==> config.mk <==
export PLATFORM = sky130hd
export DESIGN_NAME = wb_arbiter
export DESIGN_NICKNAME = d
export VERILOG_FILES = /design/src/rtl/wb_arbiter_pkg.sv /design/src/rtl/wb_fifo.sv /design/src/rtl/wb_arbiter.sv
export SDC_FILE = /design/constraint.sdc
export NUM_CORES = 1
export LEC_CHECK = 0
export CAP_MARGIN = 20
export CORE_MARGIN = 3
export CORE_UTILIZATION = 48
export CTS_CLUSTER_DIAMETER = 80
export DETAILED_ROUTE_END_ITERATION = 6
export PLACE_DENSITY = 0.77
export RECOVER_POWER = 100
export SLEW_MARGIN = 20
export SYNTH_ARGS = -nofsm -noshare
export SYNTH_HDL_FRONTEND = slang
export SYNTH_SLANG_ARGS = --single-unit
==> constraint.sdc <==
create_clock -name clk -period 5.4 [get_ports clk]
set_input_delay 0.81 -clock clk [delete_from_list [all_inputs] [get_ports clk]]
set_output_delay 0.81 -clock clk [all_outputs]
set_load 0.1 [all_outputs]
==> src/rtl/wb_arbiter_pkg.sv <==
// rtl/wb_arbiter_pkg.sv - shared types and constants for the writeback arbiter
//
// Purpose : common scalar types, the buffered writeback request struct,
//           default sizing constants and a destination decode helper.
// Ports   : none (package).
package wb_arbiter_pkg;

   typedef logic [4:0]  u5;
   typedef logic [63:0] u64;

   typedef struct packed {
      u5  rd;
      u64 data;
   } wb_req_t;

   localparam int WB_FIFO_DEPTH   = 4;
   localparam int WB_STARVE_LIMIT = 8;

   // One-hot decode of a register index into a 32-bit mask.
   function automatic logic [31:0] rd_onehot(input u5 rd);
      return 32'b1 << rd;
   endfunction

endpackage

==> src/rtl/wb_fifo.sv <==
// rtl/wb_fifo.sv - synchronous FIFO of writeback requests
//
// Purpose : buffers mul/div results until the register-file write port
//           is free; exposes per-slot validity and destinations so the
//           parent can build a pending-destination mask.
// Ports   : clk, rst (async active-low)
//           enq_valid/enq_ready/enq_data : write side, fires on valid&ready
//           deq_valid/deq_ready/deq_data : read side, fires on valid&ready
//           entry_valid[i]               : slot i currently holds an entry
//           entry_rd[i]                  : destination stored in slot i
module wb_fifo
   import wb_arbiter_pkg::*;
#(
   parameter int DEPTH = WB_FIFO_DEPTH
) (
   input  logic                  clk,
   input  logic                  rst,
   input  logic                  enq_valid,
   output logic                  enq_ready,
   input  wb_req_t               enq_data,
   output logic                  deq_valid,
   input  logic                  deq_ready,
   output wb_req_t               deq_data,
   output logic [DEPTH-1:0]      entry_valid,
   output logic [DEPTH-1:0][4:0] entry_rd
);

   localparam int AW = $clog2(DEPTH);

   // Pointers carry one extra bit so full and empty are distinguishable.
   logic [AW:0]  wr_ptr_q, wr_ptr_d;
   logic [AW:0]  rd_ptr_q, rd_ptr_d;
   logic [AW:0]  count;
   logic         enq_fire;
   logic         deq_fire;
   logic [AW-1:0] offset;
   wb_req_t      mem_q [DEPTH];

   assign count     = wr_ptr_q - rd_ptr_q;
   // Full depends on registered occupancy only: a same-cycle dequeue does
   // not open a slot for an enqueue.
   assign enq_ready = (count != (AW+1)'(DEPTH));
   assign deq_valid = (count != '0);
   assign enq_fire  = enq_valid && enq_ready;
   assign deq_fire  = deq_valid && deq_ready;
   assign deq_data  = mem_q[rd_ptr_q[AW-1:0]];

   always_comb begin
      wr_ptr_d = wr_ptr_q + (AW+1)'(enq_fire);
      rd_ptr_d = rd_ptr_q + (AW+1)'(deq_fire);
   end

   always_ff @(posedge clk or negedge rst) begin
      if (!rst) begin
         wr_ptr_q <= '0;
         rd_ptr_q <= '0;
      end else begin
         wr_ptr_q <= wr_ptr_d;
         rd_ptr_q <= rd_ptr_d;
      end
   end

   // Storage needs no reset; validity comes from the pointers.
   always_ff @(posedge clk) begin
      if (enq_fire) begin
         mem_q[wr_ptr_q[AW-1:0]] <= enq_data;
      end
   end

   // A slot is live when its distance from the read pointer is below the
   // occupancy.
   always_comb begin
      offset = '0;
      for (int i = 0; i < DEPTH; i++) begin
         offset         = AW'(i) - rd_ptr_q[AW-1:0];
         entry_valid[i] = ({1'b0, offset} < count);
         entry_rd[i]    = mem_q[i].rd;
      end
   end

endmodule

==> src/rtl/wb_arbiter.sv <==
// rtl/wb_arbiter.sv - register-file writeback arbiter (pipeline vs mul/div)
//
// Purpose : owns the single register-file write port. The in-order
//           pipeline has priority; mul/div results wait in a FIFO and
//           stall the pipeline after losing STARVE_LIMIT times in a row.
// Ports   : clk, rst (async active-low)
//           pipe_valid/pipe_wen/pipe_rd/pipe_data : pipeline result
//           md_valid/md_ready/md_rd/md_data       : mul/div result offer
//           stall_pipe : pipeline input ignored this cycle
//           wdEn/wd/wdData : registered register-file write
//           pend_mask  : destinations held in the FIFO (bit 0 forced 0)
//           commit_cnt : count of non-x0 writes issued
module wb_arbiter
   import wb_arbiter_pkg::*;
#(
   parameter int FIFO_DEPTH   = WB_FIFO_DEPTH,
   parameter int STARVE_LIMIT = WB_STARVE_LIMIT,
   parameter int XLEN         = 64
) (
   input  logic            clk,
   input  logic            rst,
   input  logic            pipe_valid,
   input  logic            pipe_wen,
   input  logic [4:0]      pipe_rd,
   input  logic [XLEN-1:0] pipe_data,
   input  logic            md_valid,
   input  logic [4:0]      md_rd,
   input  logic [XLEN-1:0] md_data,
   output logic            md_ready,
   output logic            stall_pipe,
   output logic            wdEn,
   output logic [4:0]      wd,
   output logic [XLEN-1:0] wdData,
   output logic [31:0]     pend_mask,
   output logic [63:0]     commit_cnt
);

   localparam int SW = $clog2(STARVE_LIMIT + 1);

   logic [SW-1:0]   starve_q, starve_d;
   logic            wd_en_q, wd_en_d;
   logic [4:0]      wd_q, wd_d;
   logic [XLEN-1:0] wd_data_q, wd_data_d;
   logic [63:0]     commit_q, commit_d;

   wb_req_t                   enq_data;
   wb_req_t                   deq_data;
   logic                      fifo_nempty;
   logic                      deq_ready;
   logic [FIFO_DEPTH-1:0]     entry_valid;
   logic [FIFO_DEPTH-1:0][4:0] entry_rd;

   logic pipe_write;
   logic take_pipe;
   logic take_md;

   assign enq_data = '{rd: md_rd, data: u64'(md_data)};

   wb_fifo #(
      .DEPTH(FIFO_DEPTH)
   ) u_fifo (
      .clk         (clk),
      .rst         (rst),
      .enq_valid   (md_valid),
      .enq_ready   (md_ready),
      .enq_data    (enq_data),
      .deq_valid   (fifo_nempty),
      .deq_ready   (deq_ready),
      .deq_data    (deq_data),
      .entry_valid (entry_valid),
      .entry_rd    (entry_rd)
   );

   assign pipe_write = pipe_valid && pipe_wen;
   assign stall_pipe = (starve_q == SW'(STARVE_LIMIT)) && fifo_nempty;
   assign take_pipe  = pipe_write && !stall_pipe;
   // A pipeline slot without a write does not hold off the FIFO head.
   assign deq_ready  = !take_pipe;
   assign take_md    = fifo_nempty && !take_pipe;

   always_comb begin
      wd_en_d   = 1'b0;
      wd_d      = wd_q;
      wd_data_d = wd_data_q;
      if (take_pipe) begin
         wd_en_d   = (pipe_rd != 5'd0);
         wd_d      = pipe_rd;
         wd_data_d = pipe_data;
      end else if (take_md) begin
         wd_en_d   = (deq_data.rd != 5'd0);
         wd_d      = deq_data.rd;
         wd_data_d = XLEN'(deq_data.data);
      end
   end

   always_comb begin
      starve_d = starve_q;
      if (!fifo_nempty || take_md) begin
         starve_d = '0;
      end else if (take_pipe && (starve_q != SW'(STARVE_LIMIT))) begin
         starve_d = starve_q + SW'(1);
      end
   end

   assign commit_d = commit_q + 64'(wd_en_d);

   always_ff @(posedge clk or negedge rst) begin
      if (!rst) begin
         starve_q  <= '0;
         wd_en_q   <= 1'b0;
         wd_q      <= '0;
         wd_data_q <= '0;
         commit_q  <= '0;
      end else begin
         starve_q  <= starve_d;
         wd_en_q   <= wd_en_d;
         wd_q      <= wd_d;
         wd_data_q <= wd_data_d;
         commit_q  <= commit_d;
      end
   end

   // Head entry stays visible in the mask until the edge that retires it.
   always_comb begin
      pend_mask = '0;
      for (int i = 0; i < FIFO_DEPTH; i++) begin
         if (entry_valid[i]) begin
            pend_mask = pend_mask | rd_onehot(entry_rd[i]);
         end
      end
      pend_mask[0] = 1'b0;
   end

   assign wdEn       = wd_en_q;
   assign wd         = wd_q;
   assign wdData     = wd_data_q;
   assign commit_cnt = commit_q;

endmodule

== After elaboration in Yosys (flattened, before gate mapping) ==
Memory sizes are Yosys's and may differ from the RTL's.
Cells that the tools add are included.
Word-level totals
  output and inout port bits: 168
  bits in registers: 144
  bits of input ports: 143
  memory bits (writable): 276
  memories kept: 1
Memory list
  u_fifo.mem_q: depth 4, width 69, read ports 5, clocked after memory_dff 0, write ports 1, line wb_fifo.sv:37  | wb_req_t mem_q [DEPTH];
Cells by class
  shift operators: 4
  bitwise operators: 3
  equal/unequal tests: 3
  mux-type cells: 14
  reduce and logical (&&, ||, !) cells: 15
  magnitude comparators: 4
  $add $sub $neg: 9
Operators by type and width (count)
  two-way mux 32 bit: 4
  two-way mux 64 bit: 2
  left shift 1 x 5 -> 32 bit (first input constant): 4
  OR 32 bit: 3
  adder 64 x 1 -> 64 bit: 1
  less-than comparator 2 x 3 -> 1 bit: 4
  two-way mux 5 bit: 2
  nonzero test 5 bit: 2
  two-way mux 4 bit: 2
  adder 3 x 1 -> 3 bit: 2
  logical AND 1 bit: 6
  adder 4 x 1 -> 4 bit (second input constant): 1
  equality test 4 bit (second input constant): 1
  two-way mux 1 bit: 4
  inequality test 4 bit (second input constant): 1
  nonzero test 2 bit: 2
  subtractor 1 x 2 -> 2 bit (first input constant): 2
  subtractor 2 bit (first input constant): 2
  logical NOT 1 bit: 3
  inequality test 3 bit (second input constant): 1
  nonzero test 3 bit: 1
  subtractor 3 bit: 1
  logical OR 1 bit: 1

== Logic depth before layout (Yosys ltp) ==
Gate-level depths: netlist (run 1).
  word-level depth: 10
  mapped depth: 21
  depth with buffers taken out: 15

== Hierarchy ==
A second synthesis (run 1) with hierarchy kept.
Unflattened totals
  cells, all modules: 1191
  area, all modules: 18124.9 µm²
By module, submodules not included
  wb_fifo: sequential area each 8438.1 µm², times used 1, cells an instance 428, area each 10621.4 µm²
  wb_arbiter: sequential area each 3453.3 µm², times used 1, cells an instance 763, area each 7503.4 µm²

== Worst setup path before layout (run 1) ==
OpenSTA, ideal clock, no wires.
  path type: reg-to-output
  start point: register u_fifo.rd_ptr_q[0]
  end point: output pend_mask[2]
  arrival: 5897 ps
  slack: -1307 ps
  stages on the path, launching flop included: 10
  required time: 4590 ps
  path buffers: 3
  cells stage by stage: dfrtp_1 buf_2 buf_2 buf_2 xnor2_1 ha_1 nand2b_1 a21oi_1 or4b_2 o311ai_0
Between the ends
  cells in the longest elaborated chain, start to end: 9
  elaborated cells between the ends (all ways): 16
  those cells by class: 5 x add/sub; 4 x order compare; 4 x mux; 3 x bitwise
Ends and longest elaborated chain
  from (decl): line wb_fifo.sv:32  | logic [AW:0] rd_ptr_q, rd_ptr_d;
  from (signal assigned): line wb_fifo.sv:59  | rd_ptr_q <= rd_ptr_d;
  subtractor 3 bit / subtractor 1 x 2 -> 2 bit (equally long branches): line wb_fifo.sv:39, wb_fifo.sv:75
  less-than comparator 2 x 3 -> 1 bit: line wb_fifo.sv:76  | entry_valid[i] = ({1'b0, offset} < count);
  two-way mux 32 bit: line wb_arbiter.sv:127  | if (entry_valid[i]) begin
  OR 32 bit: line wb_arbiter.sv:128  | pend_mask = pend_mask | rd_onehot(entry_rd[i]);
  two-way mux 32 bit: line wb_arbiter.sv:127
  OR 32 bit: line wb_arbiter.sv:128
  two-way mux 32 bit: line wb_arbiter.sv:127
  OR 32 bit: line wb_arbiter.sv:128
  two-way mux 32 bit (*): line wb_arbiter.sv:127
  to (decl): line wb_arbiter.sv:34  | output logic [31:0] pend_mask,
Mark *: on every way between the ends. The rest lies on a longest branch, timed or not.

== Final worst setup path (run 1) ==
Same ends and word-level chain as after synthesis.

==> out/qor.txt, run 1 <==
status - finished, violations left
failing checks - capacitance limit, slew limit
Syn Nets - 1333
Rows - 69
main area contributors after synthesis - edfxtp_1 (47%), dfrtp_1 (20%), mux4_2 (8.8%), a221o_1 (3.9%), nand2_1 (2.5%)
CTS tree - built
total track usage - 22.6%
vias in the first global route - 12.2k
Final ANT Viol Nets - 0
first-pass GRT wire length - 69100 um
final hold violations - 0
FF+latch count, synth - 420
post-route clock period utilization - 90.3%
reg2reg start - u_fifo.rd_ptr_q[0]$_DFF_PN0_
Port Buf Inserts - 309
RSZ-0062 raised after global routing - no
fin crit period - 4.88 ns
sequential area share after synthesis - 67.1%
Wirelength per Cell - 22.4 um
worst slew pin tran - 3.20 ns
# Post-CTS Setup Buffers - 0
post-cts hold buffer count - 0
DR pass1 iterations - 5
Max rail drop VDD - 0.688 mV
Die Y - 198 um
hold slack - 0.336 ns
Max-Cap Viols - 5
Setup crit end kind - primary output
clock skew - 0.0248 ns
Syn Inst Count - 1175
layout cells sized above 1 - 13.0%
vias per std cell - 5.87
pwr dens - 677 nW/um2
FFs w/ async S/R, synth - 34.3%
RePlAce Congestion - 0.898
DRC errors left - 0
largest net degree at the start of global routing - 89
Syn-to-layout area delta - 27.2%
io pins - 311
Critical Path RT - 4.59 ns
CTS H-tree lvls - 2
final slew viol count - 338
CP Launch Type - register
full die area - 39200 um2
overall die width - 198 um
Longest Clk Path Bufs - 3
Max Fclk - 0.205 GHz
final core occ - 62.6%
# setup viols final - 0
CTS sink cnt - 420
Initial DRC Count - 819
clk slew on worst S/H paths - 0.06 ns
worst-skew pair later-pin latency - 0.56 ns
nets - 1645
Yosys warnings - 0
Synth cell types - 49
CP Max Fanout - 42
global route overflow - 0
R2R Path End - commit_cnt[50]$_DFF_PN0_
Leakage Power - 8.64 nW
worst hold path type - input port to asynchronous set/reset pin
Vias - 11.7k
Core Footprint - 36000 um2
Root Driver - clkbuf_16
Final Power - 15.2 mW
post-CTS sizing - 0
critical path class - register to primary output
hpwl dp - 28300 um
worst path arrival time - 4.07 ns
mean post-synth cell area - 15.1 um2
Post-synth EDFFs - 276
Initial Utilization - 49.2%
R2R cell count - 13
slew margin rel. - -113%
drt total wl - 44700 um
Mapped Area - 17700 um2
r2r setup slk - 0.65 ns
Top FF cell, synth - edfxtp_1
area leader, netlist - edfxtp_1
area share of the largest cell type after synthesis - 46.8%
initial antenna violation count - 15
Inserted Clock Buffers - 43
## power breakdown
part           leakage, nW  internal [mW]  switching [mW]  total (mW)
clock network        0.673           1.68            1.21        2.89
registers             4.33           4.43           0.416        4.85
logic                 3.63           2.05            5.46        7.51
total                 8.64           8.16            7.09        15.2
## synth_stat cells (6+ instances only)
master and number:
xnor2_1 39, xor2_1 28, o211ai_1 11, nand4_1 24, clkbuf_1 30, buf_1 6
nor4_1 7, ha_1 14, nor3_1 22, buf_2 25, nand3_1 29, dfrtp_1 144
nor3b_1 30, mux4_2 69, a221o_1 69, nand2b_1 8, a22oi_1 45, nand2_1 118
nor2_1 96, and3_1 13, inv_1 19, edfxtp_1 276
## sequential cells by signal (all words and copies together) (netlist names)
register,count
starve_q,4
wd,5
wdEn,1
u_fifo.rd_ptr_q,3
u_fifo.wr_ptr_q,3
commit_cnt,64
u_fifo.mem_q,276
wdData,64
## worst max-delay path by stage
stage / startpoint / endpoint / cells after the start
finish: u_fifo.rd_ptr_q[0]$_DFF_PN0_ / pend_mask[2] / 10
global route: u_fifo.rd_ptr_q[0]$_DFF_PN0_ / pend_mask[3] / 10
CTS: u_fifo.rd_ptr_q[0]$_DFF_PN0_ / pend_mask[1] / 9
detailed placement: u_fifo.rd_ptr_q[0]$_DFF_PN0_ / commit_cnt[58]$_DFF_PN0_ / 13
global placement: u_fifo.rd_ptr_q[0]$_DFF_PN0_ / commit_cnt[58]$_DFF_PN0_ / 13
floorplan: u_fifo.rd_ptr_q[0]$_DFF_PN0_ / u_fifo.mem_q[1][0]$_DFFE_PP_ / 9
## layer usage
| layer | up-vias | GRT usage, % | share of wire (%) |
|---|---|---|---|
| li1 | 5211 | - | - |
| met4 | 6 | 7.26 | 1.8 |
| met5 | - | 0 | 0.092 |
| met3 | 67 | 4.93 | 6.8 |
| met2 | 433 | 36.8 | 49 |
| met1 | 5998 | 30.8 | 42 |
## logic make-up after synthesis
| family | Yosys count | share of synthesized area, % |
|---|---|---|
| adder cells (fa/ha/maj) | 15 | 1.10 |
| AND/OR/NAND/NOR | 384 | 10.9 |
| flip-flops | 420 | 67.1 |
| multiplexers | 69 | 8.77 |
| buffers and inverters | 81 | 1.91 |
| AO/OA/AOI/OAI | 137 | 6.73 |
| XOR/XNOR | 68 | 3.45 |
| other | 1 | 0.0212 |
## cells in the final DEF (no fill, tap or decap), types with 4 or more instances in the layout
cell type        count
edfxtp_1           276
dlygate4sd3_1      205
dfrtp_1            142
nand2_1            118
nor2_1              94
clkdlybuf4s50_1     72
mux4_2              69
a221o_1             69
a22oi_1             45
clkbuf_16           43
xnor2_1             39
clkbuf_2            34
nor3b_1             30
nand3_1             29
xor2_1              28
nand4_1             25
nor3_1              22
inv_1               19
ha_1                14
clkbuf_1            14
diode_2             13
and3_1              11
o211ai_1            11
buf_4               11
nor4_1               8
nand2b_1             8
clkinv_2             8
or4_1                6
and4_1               5
nor2b_1              5
and3b_1              4
clkinv_1             4
clkbuf_8             4
## critical path, cell delays in order, from the launching register on
cell	delay, ns
dfrtp_4	0.41
buf_4	0.67
xnor2_1	0.22
inv_1	0.07
ha_1	0.27
nand2b_1	0.07
a21oi_1	0.19
nor4b_1	0.82
nand2_1	0.12
o311ai_1	0.14
clkbuf_2	0.53
## stage by stage
stage	setup WS (ns)	TNS, ns	area (um2)	std cells
2_1_floorplan	-0.571	-78.86	17700	1175
3_3_place_gp	1.17	0	21300	1902
3_5_place_dp	1.03	0	21300	1902
4_1_cts	0.621	0	22700	1981
5_1_grt	0.212	0	22500	1990
6_report	0.525	0	22500	1995
## layout make-up
type	instances	area (um2)
antenna	13	32.5
multi-input combinational	674	5490
tap	461	577
clock inverter	22	218
inverter	19	71.3
clock buffer	57	1170
sequential	420	11900
fill	2639	13500
timing repair buffer	329	3080
Note: power is estimated with default switching activity, not from simulation.
==> inputs of run 2 (changes only) <==
- CORE_MARGIN: 3 -> default
==> out/qor.txt, run 2 (same netlist as run 1, synthesis figures left out) <==
Longest Clk Path Bufs - 3
initial antenna violation count - 17
Core Footprint - 35900 um2
Internal Dissipation - 8.46 mW
fin crit period - 4.88 ns
logic gate share of total power - 48.3%
CTS sink cnt - 420
clk slew on worst S/H paths - 0.06 ns
Leakage Power - 8.77 nW
final hold violations - 0
nets - 1648
post-CTS sizing - 0
pwr dens - 687 nW/um2
Die Y - 194 um
Vias - 11.7k
most frequent cells in the layout - edfxtp_1 (276), dlygate4sd3_1 (205), dfrtp_1 (142)
Port Buf Inserts - 309
Initial DRC Count - 823
Inserted Clock Buffers - 45
Fill cells - 2695
io pins - 311
net switching power - 7.17 mW
first-pass GRT wire length - 68800 um
RSZ-0062 raised after global routing - no
worst-skew pair later-pin latency - 0.55 ns
CP Max Fanout - 58
commonest non-fill, non-tap cell in the layout - edfxtp_1
Root Driver - clkbuf_16
Sequential Power Share - 31.0%
Critical Path RT - 4.59 ns
slew margin rel. - -69.3%
vias per std cell - 5.85
clock skew - 0.0284 ns
# Post-CTS Setup Buffers - 0
post-route clock period utilization - 90.3%
largest net degree at the start of global routing - 94
status - finished, violations left
CTS H-tree lvls - 2
# setup viols final - 0
Setup crit end kind - primary output
Largest register FFs - 276
global route overflow - 0
CTS tree - built
final slew viol count - 419
failing checks - capacitance limit, slew limit
worst slew pin tran - 2.54 ns
Max Fclk - 0.205 GHz
hpwl dp - 28200 um
Max-Cap Viols - 6
Syn-to-layout area delta - 28.5%
Final Power - 15.6 mW
total track usage - 23.5%
clock group share of total power - 20.7%
drt total wl - 44300 um
final core occ - 63.3%
Initial Utilization - 49.3%
critical path class - register to primary output
Switching Share - 45.9%
DRC errors left - 0
DR pass1 iterations - 5
RePlAce Congestion - 0.892
layout cells sized above 1 - 13.8%
worst hold path type - register to register
Wirelength per Cell - 22.2 um
worst path arrival time - 4.07 ns
vias in the first global route - 11.9k
Rows - 69
overall die width - 194 um
Max rail drop VDD - 0.531 mV
post-cts hold buffer count - 0
full die area - 37700 um2
CP Launch Type - register
Final ANT Viol Nets - 0
[run 2: per-layer routing]
layer	up-vias	wire length (um)	track usage, %
met1	5898	18500	31.6
met4	18	982	6.00
met5	-	113	0
met2	462	21300	38.4
met3	102	3440	5.83
li1	5188	-	-
[run 2: area by class of cell]
cell class,instances,area [um2],area share [%]
clock inverter,22,255,1.12
timing repair buffer,330,3090,13.6
tap,461,577,2.54
inverter,19,71.3,0.313
antenna,7,17.5,0.0770
multi-input combinational,674,5490,24.1
clock buffer,62,1350,5.91
sequential,420,11900,52.3
[run 2: worst paths after layout]
path	startpoint	to	slack, ns	cells past startpoint
setup / recovery	u_fifo.rd_ptr_q[1]$_DFF_PN0_	pend_mask[21]	0.52	10
hold / removal	u_fifo.rd_ptr_q[2]$_DFF_PN0_	u_fifo.rd_ptr_q[2]$_DFF_PN0_	0.47	1
setup reg to reg	u_fifo.rd_ptr_q[0]$_DFF_PN0_	u_fifo.mem_q[0][11]$_DFFE_PP_	0.67	7
hold reg to reg	u_fifo.rd_ptr_q[2]$_DFF_PN0_	u_fifo.rd_ptr_q[2]$_DFF_PN0_	0.47	1
max in group asynchronous	rst	wdData[37]$_DFFE_PN0P_	2.08	2
min in group asynchronous	rst	commit_cnt[4]$_DFF_PN0_	0.99	1
[run 2: worst max-delay path, stage by stage (launching register included)]
cell and delay, ns:
dfrtp_4 0.59, buf_4 0.75, inv_1 0.10, ha_1 0.33, o21ba_2 0.14, nor2_1 0.07, nor3b_1 0.20, buf_4 0.22
a22oi_1 0.10, nand2_1 0.10, clkbuf_1 0.88
[run 2: metrics by stage]
| stage | setup WS [ns] | setup TNS (ns) | cells | hold WS (ns) | instance area, um2 |
|---|---|---|---|---|---|
| after CTS | 0.722 | 0 | 1988 | 0.394 | 22900 |
| after global routing | 0.172 | 0 | 1991 | 0.499 | 22700 |
| after detailed placement | 0.844 | 0 | 1904 | 0.463 | 21300 |
| after floorplan | -0.571 | -78.86 | 1175 | 0.443 | 17700 |
| after global placement | 0.949 | 0 | 1904 | 0.472 | 21300 |
| final | 0.525 | 0 | 1995 | 0.469 | 22800 |
[run 2: power by group through the flow]
stage               registers, mW  logic (mW)  clock network (mW)
finish                       4.85        7.55                3.23
CTS                          4.84        7.79                3.28
global placement             4.84        7.71                   0
global route                 4.93        7.95                3.41
floorplan                    6.89        3.62                   0
detailed placement           4.88        7.75                   0
